--- src/rtl/mips_pkg.sv ---
// Shared fetch-path types and constants: instruction width, NOP encoding,
// default reset PC and the {instr, pc} queue entry.
package mips_pkg;
  localparam int          INSTR_W          = 32;
  localparam logic [31:0] NOP              = 32'h0000_0000;
  localparam logic [31:0] RESET_PC_DEFAULT = 32'h0000_0000;

  typedef struct packed {
    logic [INSTR_W-1:0] instr;
    logic [31:0]        pc;
  } fetch_entry_t;
endpackage

--- src/rtl/fetch_fifo.sv ---
// DEPTH-entry instruction queue with push/pop/flush; head visible the cycle after push.
// No internal backpressure: the caller keeps occupancy below DEPTH before pushing.
module fetch_fifo import mips_pkg::*; #(
  parameter int DEPTH = 4
) (
  input  logic                   clk_i,
  input  logic                   rst_n_i,
  input  logic                   push_i,
  input  logic                   pop_i,
  input  logic                   flush_i,
  input  fetch_entry_t           push_dat_i,
  output fetch_entry_t           head_dat_o,
  output logic [$clog2(DEPTH):0] count_o
);
  localparam int            AW     = $clog2(DEPTH);
  localparam logic [AW:0]   FULL_C = (AW+1)'(DEPTH);

  fetch_entry_t  mem_q [DEPTH];
  logic [AW-1:0] rd_ptr_q, wr_ptr_q;
  logic [AW:0]   count_q, count_d;
  logic          do_pop;

  assign do_pop  = pop_i && (count_q != '0);
  assign count_d = count_q + (AW+1)'(push_i) - (AW+1)'(do_pop);

  // Pointers wrap naturally because DEPTH is a power of two.
  always_ff @(posedge clk_i) begin
    if (!rst_n_i || flush_i) begin
      rd_ptr_q <= '0;
      wr_ptr_q <= '0;
      count_q  <= '0;
    end else begin
      if (push_i) wr_ptr_q <= wr_ptr_q + AW'(1);
      if (do_pop) rd_ptr_q <= rd_ptr_q + AW'(1);
      count_q <= count_d;
    end
  end

  always_ff @(posedge clk_i) begin
    if (push_i && !flush_i) mem_q[wr_ptr_q] <= push_dat_i;
  end

  assign head_dat_o = mem_q[rd_ptr_q];
  assign count_o    = count_q;

  a_no_overflow: assert property (@(posedge clk_i) disable iff (!rst_n_i) !(push_i && count_q == FULL_C));
endmodule

--- src/rtl/fetch_queue.sv ---
// Fetch unit: issues in-order imem reads, queues responses, presents head to decode 1 cycle after response.
// Stalls requests when queue+outstanding reaches DEPTH; isHazard holds output. Option: FETCH_PERF_CNT_EN.
module fetch_queue import mips_pkg::*; #(
  parameter int          DEPTH    = 4,
  parameter logic [31:0] RESET_PC = RESET_PC_DEFAULT
) (
  input  logic        clk,
  input  logic        rst,
  output logic        imem_req,
  output logic [31:0] imem_addr,
  input  logic        imem_rvalid,
  input  logic [31:0] imem_rdata,
  input  logic        isHazard,
  input  logic        redirect_valid,
  input  logic [31:0] redirect_pc,
  output logic [31:0] reg_instruction,
  output logic [31:0] reg_pc,
  output logic        reg_valid
`ifdef FETCH_PERF_CNT_EN
  ,
  output logic [31:0] stall_cycles,
  output logic [31:0] empty_cycles
`endif
);
  localparam int          CW      = $clog2(DEPTH) + 1;
  localparam logic [CW:0] DEPTH_C = (CW+1)'(DEPTH);

  logic [31:0]   pc_q, pc_d, resp_pc_q, resp_pc_d, last_pc_q, target_pc;
  logic [CW-1:0] out_q, out_d, disc_q, disc_d, fifo_cnt;
  logic [CW:0]   occ;
  logic          push, pop, drop;
  fetch_entry_t  head, push_ent;
  logic          unused_pc_lsbs;

  assign unused_pc_lsbs = ^redirect_pc[1:0];
  assign target_pc      = {redirect_pc[31:2], 2'b00};

  assign occ       = {1'b0, fifo_cnt} + {1'b0, out_q};
  assign imem_req  = rst && !redirect_valid && (occ < DEPTH_C);
  assign imem_addr = pc_q;

  assign drop     = imem_rvalid && (disc_q != '0);
  assign push     = imem_rvalid && !drop && !redirect_valid;
  assign reg_valid = (fifo_cnt != '0);
  assign pop      = reg_valid && !isHazard && !redirect_valid;
  assign push_ent = '{instr: imem_rdata, pc: resp_pc_q};

  // resp_pc tracks the address of the next kept response; responses are in order.
  always_comb begin
    pc_d      = pc_q;
    resp_pc_d = resp_pc_q;
    disc_d    = disc_q;
    out_d     = out_q + CW'(imem_req) - CW'(imem_rvalid);
    if (redirect_valid) begin
      pc_d      = target_pc;
      resp_pc_d = target_pc;
      disc_d    = out_d;
    end else begin
      if (imem_req) pc_d      = pc_q + 32'd4;
      if (drop)     disc_d    = disc_q - CW'(1);
      if (push)     resp_pc_d = resp_pc_q + 32'd4;
    end
  end

  always_ff @(posedge clk) begin
    if (!rst) begin
      pc_q      <= RESET_PC;
      resp_pc_q <= RESET_PC;
      last_pc_q <= RESET_PC;
      out_q     <= '0;
      disc_q    <= '0;
    end else begin
      pc_q      <= pc_d;
      resp_pc_q <= resp_pc_d;
      out_q     <= out_d;
      disc_q    <= disc_d;
      if (reg_valid) last_pc_q <= head.pc;
    end
  end

  fetch_fifo #(.DEPTH(DEPTH)) u_fifo (
    .clk_i      (clk),
    .rst_n_i    (rst),
    .push_i     (push),
    .pop_i      (pop),
    .flush_i    (redirect_valid),
    .push_dat_i (push_ent),
    .head_dat_o (head),
    .count_o    (fifo_cnt)
  );

  assign reg_instruction = reg_valid ? head.instr : NOP;
  assign reg_pc          = reg_valid ? head.pc : last_pc_q;

`ifdef FETCH_PERF_CNT_EN
  logic [31:0] stall_q, empty_q;

  always_ff @(posedge clk) begin
    if (!rst) begin
      stall_q <= '0;
      empty_q <= '0;
    end else begin
      if (reg_valid && isHazard && stall_q != '1) stall_q <= stall_q + 32'd1;
      if (!reg_valid && empty_q != '1)            empty_q <= empty_q + 32'd1;
    end
  end

  assign stall_cycles = stall_q;
  assign empty_cycles = empty_q;
`endif
endmodule

--- config.mk ---
export PLATFORM = sky130hd
export DESIGN_NAME = fetch_queue
export DESIGN_NICKNAME = d
export VERILOG_FILES = /design/src/rtl/mips_pkg.sv /design/src/rtl/fetch_fifo.sv /design/src/rtl/fetch_queue.sv
export SDC_FILE = /design/constraint.sdc
export NUM_CORES = 1
export LEC_CHECK = 0
export CORE_MARGIN = 2
export CORE_UTILIZATION = 48
export DETAILED_ROUTE_END_ITERATION = 16
export PLACE_DENSITY = 0.7
export SKIP_LAST_GASP = 1
export SLEW_MARGIN = 20
export SYNTH_ARGS = -nofsm -noshare
export SYNTH_HDL_FRONTEND = slang
export SYNTH_SLANG_ARGS = --single-unit
--- constraint.sdc ---
create_clock -name clk -period 4.1 [get_ports clk]
set_input_delay 0.615 -clock clk [delete_from_list [all_inputs] [get_ports clk]]
set_output_delay 0.615 -clock clk [all_outputs]
set_load 0.01 [all_outputs]
# Word-level counts from Yosys, hierarchy flattened
# Memory sizes are Yosys's and may differ from the RTL's. A register that Yosys moved wholly into a read port is not among the register bits.
# Index checks and enable logic that the tools add are counted.
# classes
magnitude_cmp,1
addsub,10
muxes,12
n_bitwise,1
n_reduce_logical,20
# ops
operator,count
$mux 32,6
$add 32x3->32 const B,2
$logic_and 1x1->1,9
$add 3x1->3,2
$mux 3,2
$reduce_bool 2->1,3
$reduce_bool 3->1,2
$sub 3x1->3,2
$add 2x1->2 const B,2
$add 3x3->4,1
$logic_not 1->1,4
$lt 4x3->1 const B,1
$mux 2,2
$sub 3x1->3 const B,1
$mux 1,2
$reduce_or 2->1,1
$logic_or 1x1->1,1
$not 1->1,1
# totals
mem_count,1
word_cells,55
regBits,109
ramBits,256
output_inout_bits,98
inputBits,69
# memory_table
name,words,word_bits,rd,rd_clocked_by_memory_dff,wr,line,text
u_fifo.mem_q,4,64,1,1,1,fetch_fifo.sv:18,fetch_entry_t mem_q [DEPTH];

# Longest topological paths before layout
# Gate-level depths: netlist of run 1.
# depth
depth_word,8
ltp_mapped,13
ltp_nobuf,12

# Cells and area by module
# From an unflattened synthesis of run 1, not the netlist that was laid out.
# hier_totals
hier_cells,947
hier_area_um2,14777.9
# by_module_without_submodules
module,area_per_inst_um2,instances,cells_each,seq_area_each_um2
fetch_fifo,9794.4,1,381,7867.5
fetch_queue,4983.5,1,566,1961.9

# Worst setup path after synthesis of run 1
# Ideal clock, no wire load.
# synth_path
path_type,input -> register
from,input redirect_valid
to,memory u_fifo.mem_q[0][10] (netlist name) (enable)
stages,5
setup_ps,427
t_required_ps,3673
t_arrival_ps,2965
setup_slack_ps,708
path_buffers,3
cell_sequence,clkbuf_1 clkinv_1 clkbuf_1 clkbuf_1 and3_1
# synth_via
elab_chain_len,5
# synth_rtl
element,line,text
start: declaration,fetch_queue.sv:14,"input logic redirect_valid,"
$logic_not 1->1 (*),"fetch_fifo.sv:40, fetch_queue.sv:43",
$logic_and 1x1->1,fetch_queue.sv:43,assign push = imem_rvalid && !drop && !redirect_valid;
$logic_and 1x1->1 (*),fetch_fifo.sv:40,if (push_i && !flush_i) mem_q[wr_ptr_q] <= push_dat_i;
$mux 1 (*),fetch_fifo.sv:40,
$mux 1 (not written as such) (*),fetch_fifo.sv:40,
end: declaration,fetch_fifo.sv:18,
# Mark *: on every way between the ends. The rest lies on a longest branch, timed or not.

==> impl_metrics.py, run 1 <==
metrics = {
    "status": {
        "status": "complete, no violations",
    },
    "timing": {
        "fmax_mhz": 287,
        "finalCriticalPeriod_ns": 3.48,
        "worst_slack_ns": 0.617,
        "min_period_over_period_pct": 84.9,
        "holdWs_ns": 0.480,
        "drv_slew": 0,
        "fin_skew_ns": 0.0106,
        "worst_pin_slew_ns": 1.10,
        "setup_viol": 0,
        "setup_tns_ns": 0,
        "slew_headroom_pct": 25.8,
        "finalHoldViolations": 0,
        "rsz0062_at_grt": "false",
    },
    "clock_tree": {
        "path_clk_slew_ns": 0.06,
        "cts_tree": "done",
        "clock_sinks": 355,
        "htreeDepth": 2,
        "postCtsHoldBufs": 0,
        "cts_setup_buffers": 0,
        "cts_buffers": 37,
        "insertion_delay_ns": 0.51,
        "root_buffer": "clkbuf_16",
        "clk_path_buf_depth": 3,
        "cts_resized": 0,
    },
    "critical_path": {
        "r2r_cells": 12,
        "crit_slowest_cell": "dfxtp_4",
        "path_max_fanout": 26,
        "worstSetupStartpointType": "flip-flop",
        "required_ns": 3.48,
        "critPathBufInv": 2,
        "rr_startpoint": "u_fifo.count_o[1]",
        "critPathKind": "flip-flop to output port",
        "cpPeakStageDelay_ns": 0.70,
        "cp_num_cells": 4,
        "crit_chain": "buf_4, mux4_2, and2_1, clkdlybuf4s50_1",
        "crit_family": "buffers and inverters",
        "r2r_slack_ns": 1.33,
        "r2r-end": "disc_q[2]",
        "critPathArrivalTime_ns": 2.87,
        "crit_path_end": "reg_instruction[31]",
        "worstSetupEndpointType": "output port",
    },
    "floorplan": {
        "core.rowCount": 63,
        "die_y_um": 177,
        "die_area_um2": 31400,
        "initial_core_util_pct": 48.7,
        "num_io_pins": 167,
        "core_um2": 29600,
        "die_x_um": 177,
    },
    "synthesis": {
        "synth_top_area_share_pct": 51.7,
        "synth_top_family_by_area": "multiplexers",
        "ys_async_sr_fraction_pct": 0,
        "synth-simple-area-share_pct": 9.72,
        "synth_compound_area_share_pct": 4.09,
        "synth_cell_type_count": 52,
        "ys.flop_type": "edfxtp_1",
        "synth_adder_area_share_pct": 1.49,
        "netlist_area_um2": 14400,
        "yosys_warnings": 0,
        "synth_cells": 947,
        "avgSynthCellArea_um2": 15.2,
        "ys_seq_elements": 355,
        "synth-edff-count": 248,
        "synth.mux.area_fraction_pct": 12.0,
        "synth-seq-area-share_pct": 66.6,
        "yosys-top-cells-area": "edfxtp_1, dfxtp_1, mux4_2, and2_1, mux2_2",
        "synthXorXnorAreaFrac_pct": 3.83,
        "synth_top_cell_by_area": "edfxtp_1",
    },
    "place": {
        "numPortBuffers": 162,
        "dpl.hpwl_um": 18200,
        "dp_slack_ns": 1.06,
        "place_congestion": 0.844,
    },
    "layout": {
        "diodes": 0,
        "seqCellArea_um2": 9590,
        "multi_input_area_um2": 4500,
        "fill_cells": 2267,
        "nNetsFinal": 1199,
        "drive_above_1_share_pct": 15.8,
        "syn_to_final_growth_pct": 22.9,
    },
    "global_route": {
        "gr-total-overflow": 0,
        "grt_max_degree": 82,
        "grt_pass1_vias": 8368,
        "grt_util_all_layers_pct": 18.8,
        "grt_pass1_wl_um": 45800,
        "antenna_found_initial": 0,
    },
    "worst_hold_path": {
        "hold_path_class": "flip-flop to flip-flop",
    },
    "routing": {
        "viasPerCell": 5.49,
        "drtPass1Iterations": 5,
        "wl_um": 29200,
        "vias": 8409,
        "avgRoutedWirePerCell_um": 19.1,
        "ant_nets": 0,
        "drt-initial-drc-count": 581,
        "route.detailed.drc": 0,
    },
    "power_and_ir_drop": {
        "power.internal_w": 0.00642,
        "pwr-share-seq_pct": 49.9,
        "comb_power_share_pct": 10.5,
        "p_clk_share_pct": 39.6,
        "p_sw_share_pct": 22.5,
        "p_per_area_nw_per_um2": 468,
        "power_w": 0.00829,
        "p_sw_w": 0.00187,
        "power.leakage_nw": 5.88,
        "ir_drop_v": 0.000272,
    },
    "run": {
        "cap_violations": 0,
    },
}
## through the flow
stage               std cells  area [µm²]  utilization, %
finish                   1533       17700            59.9
global route             1533       17700            59.9
CTS                      1533       17700            59.9
detailed placement       1465       16500            55.8
global placement         1465       16500            55.8
floorplan                 948       14400               -
## synth_stat cells, types with 2 or more instances
library cell,number
edfxtp_1,248
dfxtp_1,107
and2_1,69
mux4_2,62
a21oi_1,51
nand2_1,38
xnor2_1,37
clkbuf_1,33
o21ai_0,33
mux2_2,30
nand3_1,26
xor2_1,26
nor2_1,25
nand4_1,23
inv_1,21
and3_1,19
ha_1,14
nor3_1,12
and4_1,8
buf_2,7
o22ai_1,7
buf_4,6
nor4_1,5
a31oi_1,4
nor3_2,4
a22o_1,3
buf_1,3
fa_1,2
## worst min path at each step
stage	slack, ns	end	depth (start not counted)	startpoint
floorplan	0.45	last_pc_q[0]	1	last_pc_q[0]
global placement	0.47	last_pc_q[0]	1	last_pc_q[0]
detailed placement	0.47	last_pc_q[1]	1	last_pc_q[1]
CTS	0.49	last_pc_q[1]	1	last_pc_q[1]
global route	0.50	last_pc_q[1]	1	last_pc_q[1]
finish	0.48	last_pc_q[1]	1	last_pc_q[1]
## placed cells by master (no fill, tap or decap), types with 26 or more instances in the layout
cell,Yosys,final
nand3_1,26,26
a21oi_1,51,51
xor2_1,26,26
nand2_1,38,38
xnor2_1,37,37
mux4_2,62,62
mux2_2,30,30
edfxtp_1,248,248
and2_1,69,69
dfxtp_1,107,105
clkbuf_16,0,39
clkdlybuf4s50_1,0,161
o21ai_0,33,33
## cell families after synthesis
group,after synthesis
AND/OR/NAND/NOR,240
flip-flops,355
XOR/XNOR,63
multiplexers,92
AO/OA/AOI/OAI,107
buffers and inverters,73
other,1
adder cells (fa/ha/maj),16
## state kept, by name, indices dropped and copies added, names as in the netlist, named ones only
register and cells:
u_fifo.mem_q 248, resp_pc_q 30, u_fifo.rd_ptr_q 2, imem_addr 30
disc_q 3, last_pc_q 32, u_fifo.wr_ptr_q 2, u_fifo.count_o 3
out_q 3
## layout make-up
cell class / instances / area share (%)
Timing Repair Buffer: 177 / 10.3
Sequential cell: 355 / 54.2
Clock inverter: 16 / 0.785
Multi-Input combinational cell: 520 / 25.4
Tap cell: 390 / 2.76
Clock buffer: 52 / 6.07
Inverter: 23 / 0.488
## layer usage
metal / global-route usage (%) / up-vias / part of all wire [%]
met3: 3.44 / 37 / 7.3
met5: 0 / - / 0
met2: 31.2 / 292 / 48
li1: - / 3928 / -
met4: 4.34 / 0 / 1.6
met1: 25.9 / 4152 / 43
## power by group through the flow
stage | sequential, W | combinational [W] | clock [W]
3_5_place_dp | 0.00421 | 0.000872 | 0
6_report | 0.00414 | 0.000868 | 0.00328
2_1_floorplan | 0.00419 | 0.000507 | 0
4_1_cts | 0.00414 | 0.000877 | 0.00335
5_1_grt | 0.00416 | 0.000952 | 0.00350
3_3_place_gp | 0.00420 | 0.000862 | 0
## worst register-to-register path, cell delays in order, from the launching register on
cell and delay [ns]:
dfxtp_1 0.46, ha_1 0.28, nand3_1 0.16, and2_4 0.27, nand3_4 0.17, inv_1 0.19, ha_1 0.16, inv_1 0.04
fa_1 0.38, xor2_1 0.16, xnor2_1 0.18, nand2_1 0.07, o211a_1 0.14
(Power assumes the default switching activity.)
==> run 2, diff against run 1 <==
==> constraint.sdc (replaced) <==
create_clock -name clk -period 3.3 [get_ports clk]
set_input_delay 0.495 -clock clk [delete_from_list [all_inputs] [get_ports clk]]
set_output_delay 0.495 -clock clk [all_outputs]
set_load 0.01 [all_outputs]
==> run 2 against run 1 <==
Global-route usage about the same. Worst setup slack worse by 0.43 ns. Sequential power up 24%. Die area unchanged. Cell count up 0.20%. Register-to-register slack worse by 0.78 ns. Sequential share of layout area up 0.11 points. Combinational power up 26%. Count of clock-buffer cells in the layout up 2. Clock power up 16%. Largest power group unchanged. Highest routed layer unchanged.
==> impl_metrics.py, run 2 (same netlist as run 1, synthesis figures left out) <==
metrics = {
    "timing": {
        "finalCriticalPeriod_ns": 3.12,
        "worst_pin_slew_ns": 0.809,
        "drv_slew": 0,
        "slew_headroom_pct": 46.1,
        "min_period_over_period_pct": 94.4,
        "fin_skew_ns": 0.0227,
        "setup_tns_ns": 0,
        "finalHoldViolations": 0,
        "fmax_mhz": 321,
        "rsz0062_at_grt": "false",
        "setup_viol": 0,
    },
    "routing": {
        "drtPass1Iterations": 5,
        "route.detailed.drc": 0,
        "vias": 8438,
        "viasPerCell": 5.49,
        "ant_nets": 0,
        "wl_um": 29300,
        "drt-initial-drc-count": 549,
        "avgRoutedWirePerCell_um": 19.1,
    },
    "run": {
        "cap_violations": 0,
    },
    "critical_path": {
        "crit_path_end": "reg_pc[8]",
        "path_max_fanout": 14,
        "critPathKind": "flip-flop to output port",
        "r2r_slack_ns": 0.55,
        "required_ns": 2.80,
        "r2r-end": "disc_q[2]",
        "critPathArrivalTime_ns": 2.62,
        "rr_startpoint": "u_fifo.count_o[1]",
        "worstSetupEndpointType": "output port",
        "r2r_cells": 12,
        "worstSetupStartpointType": "flip-flop",
    },
    "global_route": {
        "grt_max_degree": 86,
        "grt_pass1_vias": 8326,
        "grt_util_all_layers_pct": 18.8,
        "gr-total-overflow": 0,
        "grt_busiest_layer": "met2",
        "grt_use_met1_pct": 27.1,
        "grt_use_met2_pct": 29.2,
        "antenna_found_initial": 0,
        "grt_pass1_wl_um": 45800,
        "grtUsageMet3_pct": 3.99,
    },
    "clock_tree": {
        "htreeDepth": 2,
        "clock_sinks": 355,
        "path_clk_slew_ns": 0.06,
        "clk_path_buf_depth": 3,
        "insertion_delay_ns": 0.52,
        "cts_buffers": 37,
        "cts_tree": "done",
        "postCtsHoldBufs": 0,
        "root_buffer": "clkbuf_16",
    },
    "layout": {
        "final_area_um2": 17700,
        "diodes": 0,
        "top_register": "u_fifo.mem_q",
        "seqCellArea_um2": 9590,
        "drive_above_1_share_pct": 15.8,
        "top_regs": "u_fifo.mem_q (248), last_pc_q (32)",
        "final_cell_mix": "edfxtp_1, clkdlybuf4s50_1, dfxtp_1",
        "syn_to_final_growth_pct": 22.7,
        "layout_commonest_cell": "edfxtp_1",
        "fill_cells": 2281,
        "nNetsFinal": 1203,
        "multi_input_area_um2": 4500,
        "largest_register_ffs": 248,
    },
    "floorplan": {
        "num_io_pins": 167,
        "die_area_um2": 31400,
        "core_um2": 29600,
        "die_x_um": 177,
        "die_y_um": 177,
        "initial_core_util_pct": 48.7,
        "core.rowCount": 63,
    },
    "place": {
        "numPortBuffers": 162,
        "place_congestion": 0.863,
        "post_dp_cell_area_um2": 16600,
        "dpl.hpwl_um": 17800,
    },
    "power_and_ir_drop": {
        "ir_drop_v": 0.000440,
        "power.leakage_nw": 5.85,
        "p_per_area_nw_per_um2": 567,
    },
    "status": {
        "status": "complete, no violations",
    },
    "worst_hold_path": {
        "hold_path_class": "primary input to flip-flop",
    },
}
==> run 2: worst min-delay path by stage <==
stage / end / start / cells past startpoint / slack [ns]
after floorplan: last_pc_q[0] / last_pc_q[0] / 1 / 0.45
after global placement: last_pc_q[1] / last_pc_q[1] / 1 / 0.47
after detailed placement: last_pc_q[0] / last_pc_q[0] / 1 / 0.47
after CTS: imem_addr[22] / rst / 3 / 0.38
after global routing: imem_addr[27] / rst / 3 / 0.39
final: imem_addr[22] / rst / 3 / 0.40
==> run 2: report_power, final <==
group          leakage [nW]  switching (W)  internal, W  total (W)
logic                  2.18       0.000533     0.000556    0.00109
registers              3.14       0.000152      0.00499    0.00514
clock network         0.535        0.00162      0.00217    0.00380
==> run 2: cell type report <==
cell class / count / share of cell area, %
Inverter: 23 / 0.489
Multi-Input combinational cell: 520 / 25.5
Clock inverter: 13 / 0.432
Clock buffer: 54 / 5.83
Sequential cell: 355 / 54.3
Timing Repair Buffer: 181 / 10.7
Tap cell: 390 / 2.76
==> run 2: layer usage <==
| layer | vias up | part of all wire, % |
|---|---|---|
| li1 | 3929 | - |
| met1 | 4184 | 45 |
| met3 | 42 | 7.2 |
| met5 | - | 0 |
| met4 | 0 | 1.8 |
| met2 | 283 | 46 |
==> run 2: worst max-delay path: stages (launching register included) <==
cell and delay (ns):
dfxtp_4 0.54, buf_4 0.25, mux4_2 0.52, mux2_2 0.29
clkdlybuf4s50_1 0.52
==> run 2: repair_timing <==
action                                  4_1_cts  5_1_grt
endpoints found under the setup margin        0        1
setup buffers                                 0        0
gates resized for setup                       0        1
==> run 2: stage by stage <==
step	std cells	hold WS (ns)	total power, W	setup slack, ns	util, %
2_1_floorplan	948	0.451	0.00583	0.0277	-
3_3_place_gp	1469	0.466	0.00630	0.555	56.0
3_5_place_dp	1469	0.470	0.00633	0.539	56.0
4_1_cts	1536	0.379	0.0101	0.0963	59.8
5_1_grt	1536	0.394	0.0104	0.0406	59.8
6_report	1536	0.401	0.0100	0.185	59.8
==> run 3, diff against run 2 <==
--- a/config.mk
+++ b/config.mk
@@ -7,6 +7,7 @@
 export LEC_CHECK = 0
 export CORE_MARGIN = 2
 export CORE_UTILIZATION = 48
+export CTS_BUF_LIST = sky130_fd_sc_hd__clkbuf_8 sky130_fd_sc_hd__clkbuf_16
 export DETAILED_ROUTE_END_ITERATION = 16
 export PLACE_DENSITY = 0.7
 export SKIP_LAST_GASP = 1
==> run 3 against run 2 <==
Clock skew increased by 0.0019 ns. Wire length decreased by 0.15%. Count of clock-buffer cells in the layout decreased by 13. Sequential share of layout area unchanged. Sequential power about the same. Final area unchanged. First-iteration DRC count decreased by 0.18%. Global-route usage unchanged. Clock power decreased by 1%. Register-to-register slack about the same. Core utilization unchanged. Combinational power about the same. Critical path type unchanged. Largest power group unchanged. Highest routed layer unchanged.
==> impl_metrics.py, run 3 (same netlist as run 1, synthesis figures left out) <==
metrics = {
    "status": {
        "status": "complete, no violations",
    },
    "layout": {
        "top_register": "u_fifo.mem_q",
        "layout_commonest_cell": "edfxtp_1",
        "syn_to_final_growth_pct": 22.7,
        "top_regs": "u_fifo.mem_q (248), last_pc_q (32)",
        "final_cell_mix": "edfxtp_1, clkdlybuf4s50_1, dfxtp_1",
        "drive_above_1_share_pct": 15.8,
        "fin_cells": 1536,
        "largest_register_ffs": 248,
        "diodes": 0,
        "nNetsFinal": 1203,
        "fin_util_pct": 59.8,
    },
    "power_and_ir_drop": {
        "p_clk_share_pct": 37.6,
        "p_per_area_nw_per_um2": 565,
        "pwr-share-seq_pct": 51.5,
        "p_sw_w": 0.00231,
        "comb_power_share_pct": 10.9,
        "power.internal_w": 0.00768,
        "power.leakage_nw": 5.91,
        "p_sw_share_pct": 23.1,
        "ir_drop_v": 0.000438,
    },
    "timing": {
        "setup_tns_ns": 0,
        "rsz0062_at_grt": "false",
        "finalCriticalPeriod_ns": 3.11,
        "setup_viol": 0,
        "slew_headroom_pct": 46.0,
        "worst_pin_slew_ns": 0.811,
        "min_period_over_period_pct": 94.4,
        "finalHoldViolations": 0,
        "fmax_mhz": 321,
        "fin_skew_ns": 0.0247,
        "drv_slew": 0,
    },
    "clock_tree": {
        "cts_buffers": 37,
        "postCtsHoldBufs": 0,
        "root_buffer": "clkbuf_16",
        "insertion_delay_ns": 0.52,
        "htreeDepth": 2,
        "clk_path_buf_depth": 3,
        "cts_setup_buffers": 0,
        "cts_tree": "done",
        "cts_resized": 0,
        "clock_sinks": 355,
        "path_clk_slew_ns": 0.06,
    },
    "worst_hold_path": {
        "hold_path_class": "primary input to flip-flop",
        "min_from": "rst",
    },
    "routing": {
        "wl_um": 29200,
        "viasPerCell": 5.45,
        "ant_nets": 0,
        "drt-initial-drc-count": 548,
        "vias": 8372,
        "drtPass1Iterations": 4,
        "route.detailed.drc": 0,
        "avgRoutedWirePerCell_um": 19.0,
    },
    "floorplan": {
        "num_io_pins": 167,
        "die_x_um": 177,
        "core_um2": 29600,
        "core.rowCount": 63,
        "initial_core_util_pct": 48.7,
        "die_y_um": 177,
        "die_area_um2": 31400,
    },
    "place": {
        "numPortBuffers": 162,
        "dpl.hpwl_um": 17800,
        "place_congestion": 0.863,
        "placedCellCount": 1469,
    },
    "global_route": {
        "grt_pass1_wl_um": 45800,
        "grt_max_degree": 86,
        "gr-total-overflow": 0,
        "grt_util_all_layers_pct": 18.8,
        "grt_pass1_vias": 8326,
        "antenna_found_initial": 0,
    },
    "critical_path": {
        "required_ns": 2.80,
        "critPathKind": "flip-flop to output port",
        "rr_startpoint": "u_fifo.count_o[1]",
        "worstSetupStartpointType": "flip-flop",
        "critPathArrivalTime_ns": 2.62,
        "path_max_fanout": 14,
        "worstSetupEndpointType": "output port",
    },
    "run": {
        "cap_violations": 0,
    },
}
run 3: changes by cell type in the layout (fill, tap and decap cells not counted):
cell and change:
inv_1 +13, clkbuf_1 -13
run 3: per-stage QoR:
step	area [µm²]	worst slack (ns)	total power (W)	hold slack, ns
floorplan	14400	0.0277	0.00583	0.451
global placement	16600	0.555	0.00630	0.466
detailed placement	16600	0.539	0.00633	0.470
CTS	17700	0.0961	0.0101	0.379
global route	17700	0.0405	0.0104	0.394
finish	17700	0.186	0.00998	0.399
run 3: power groups by stage:
stage | Sequential, W | Clock, W | Combinational [W]
6_report | 0.00514 | 0.00376 | 0.00109
5_1_grt | 0.00516 | 0.00403 | 0.00119
4_1_cts | 0.00514 | 0.00385 | 0.00111
3_5_place_dp | 0.00523 | 0 | 0.00110
3_3_place_gp | 0.00522 | 0 | 0.00108
2_1_floorplan | 0.00520 | 0 | 0.000630
run 3: final cells by class:
cell class	count	area, µm²
fillers	2281	11900
flip-flops and latches	355	9590
multi-input cells	520	4500
repair buffers	181	1890
clock buffers	41	981
well taps	390	488
clock inverters	26	125
inverters	23	86.3
run 3: final timing paths:
| check | end | slack (ns) | depth (start not counted) |
|---|---|---|---|
| hold reg to reg | last_pc_q[1] | 0.48 | 1 |
| hold / removal | imem_addr[22] | 0.40 | 3 |
| setup reg to reg | disc_q[2] | 0.56 | 12 |
| setup / recovery | reg_pc[8] | 0.19 | 4 |
run 3: metal layers:
metal | wire length, µm | part of all wire (%) | global-route usage, %
met4 | 537 | 1.8 | 4.89
met1 | 13200 | 45 | 27.1
met5 | 0 | 0 | 0
met3 | 2050 | 7.0 | 3.99
met2 | 13400 | 46 | 29.2
run 3: critical path, stage by stage, from the launching register on:
cell and delay [ns]:
dfxtp_4 0.54, buf_4 0.25, mux4_2 0.52, mux2_2 0.29, clkdlybuf4s50_1 0.52
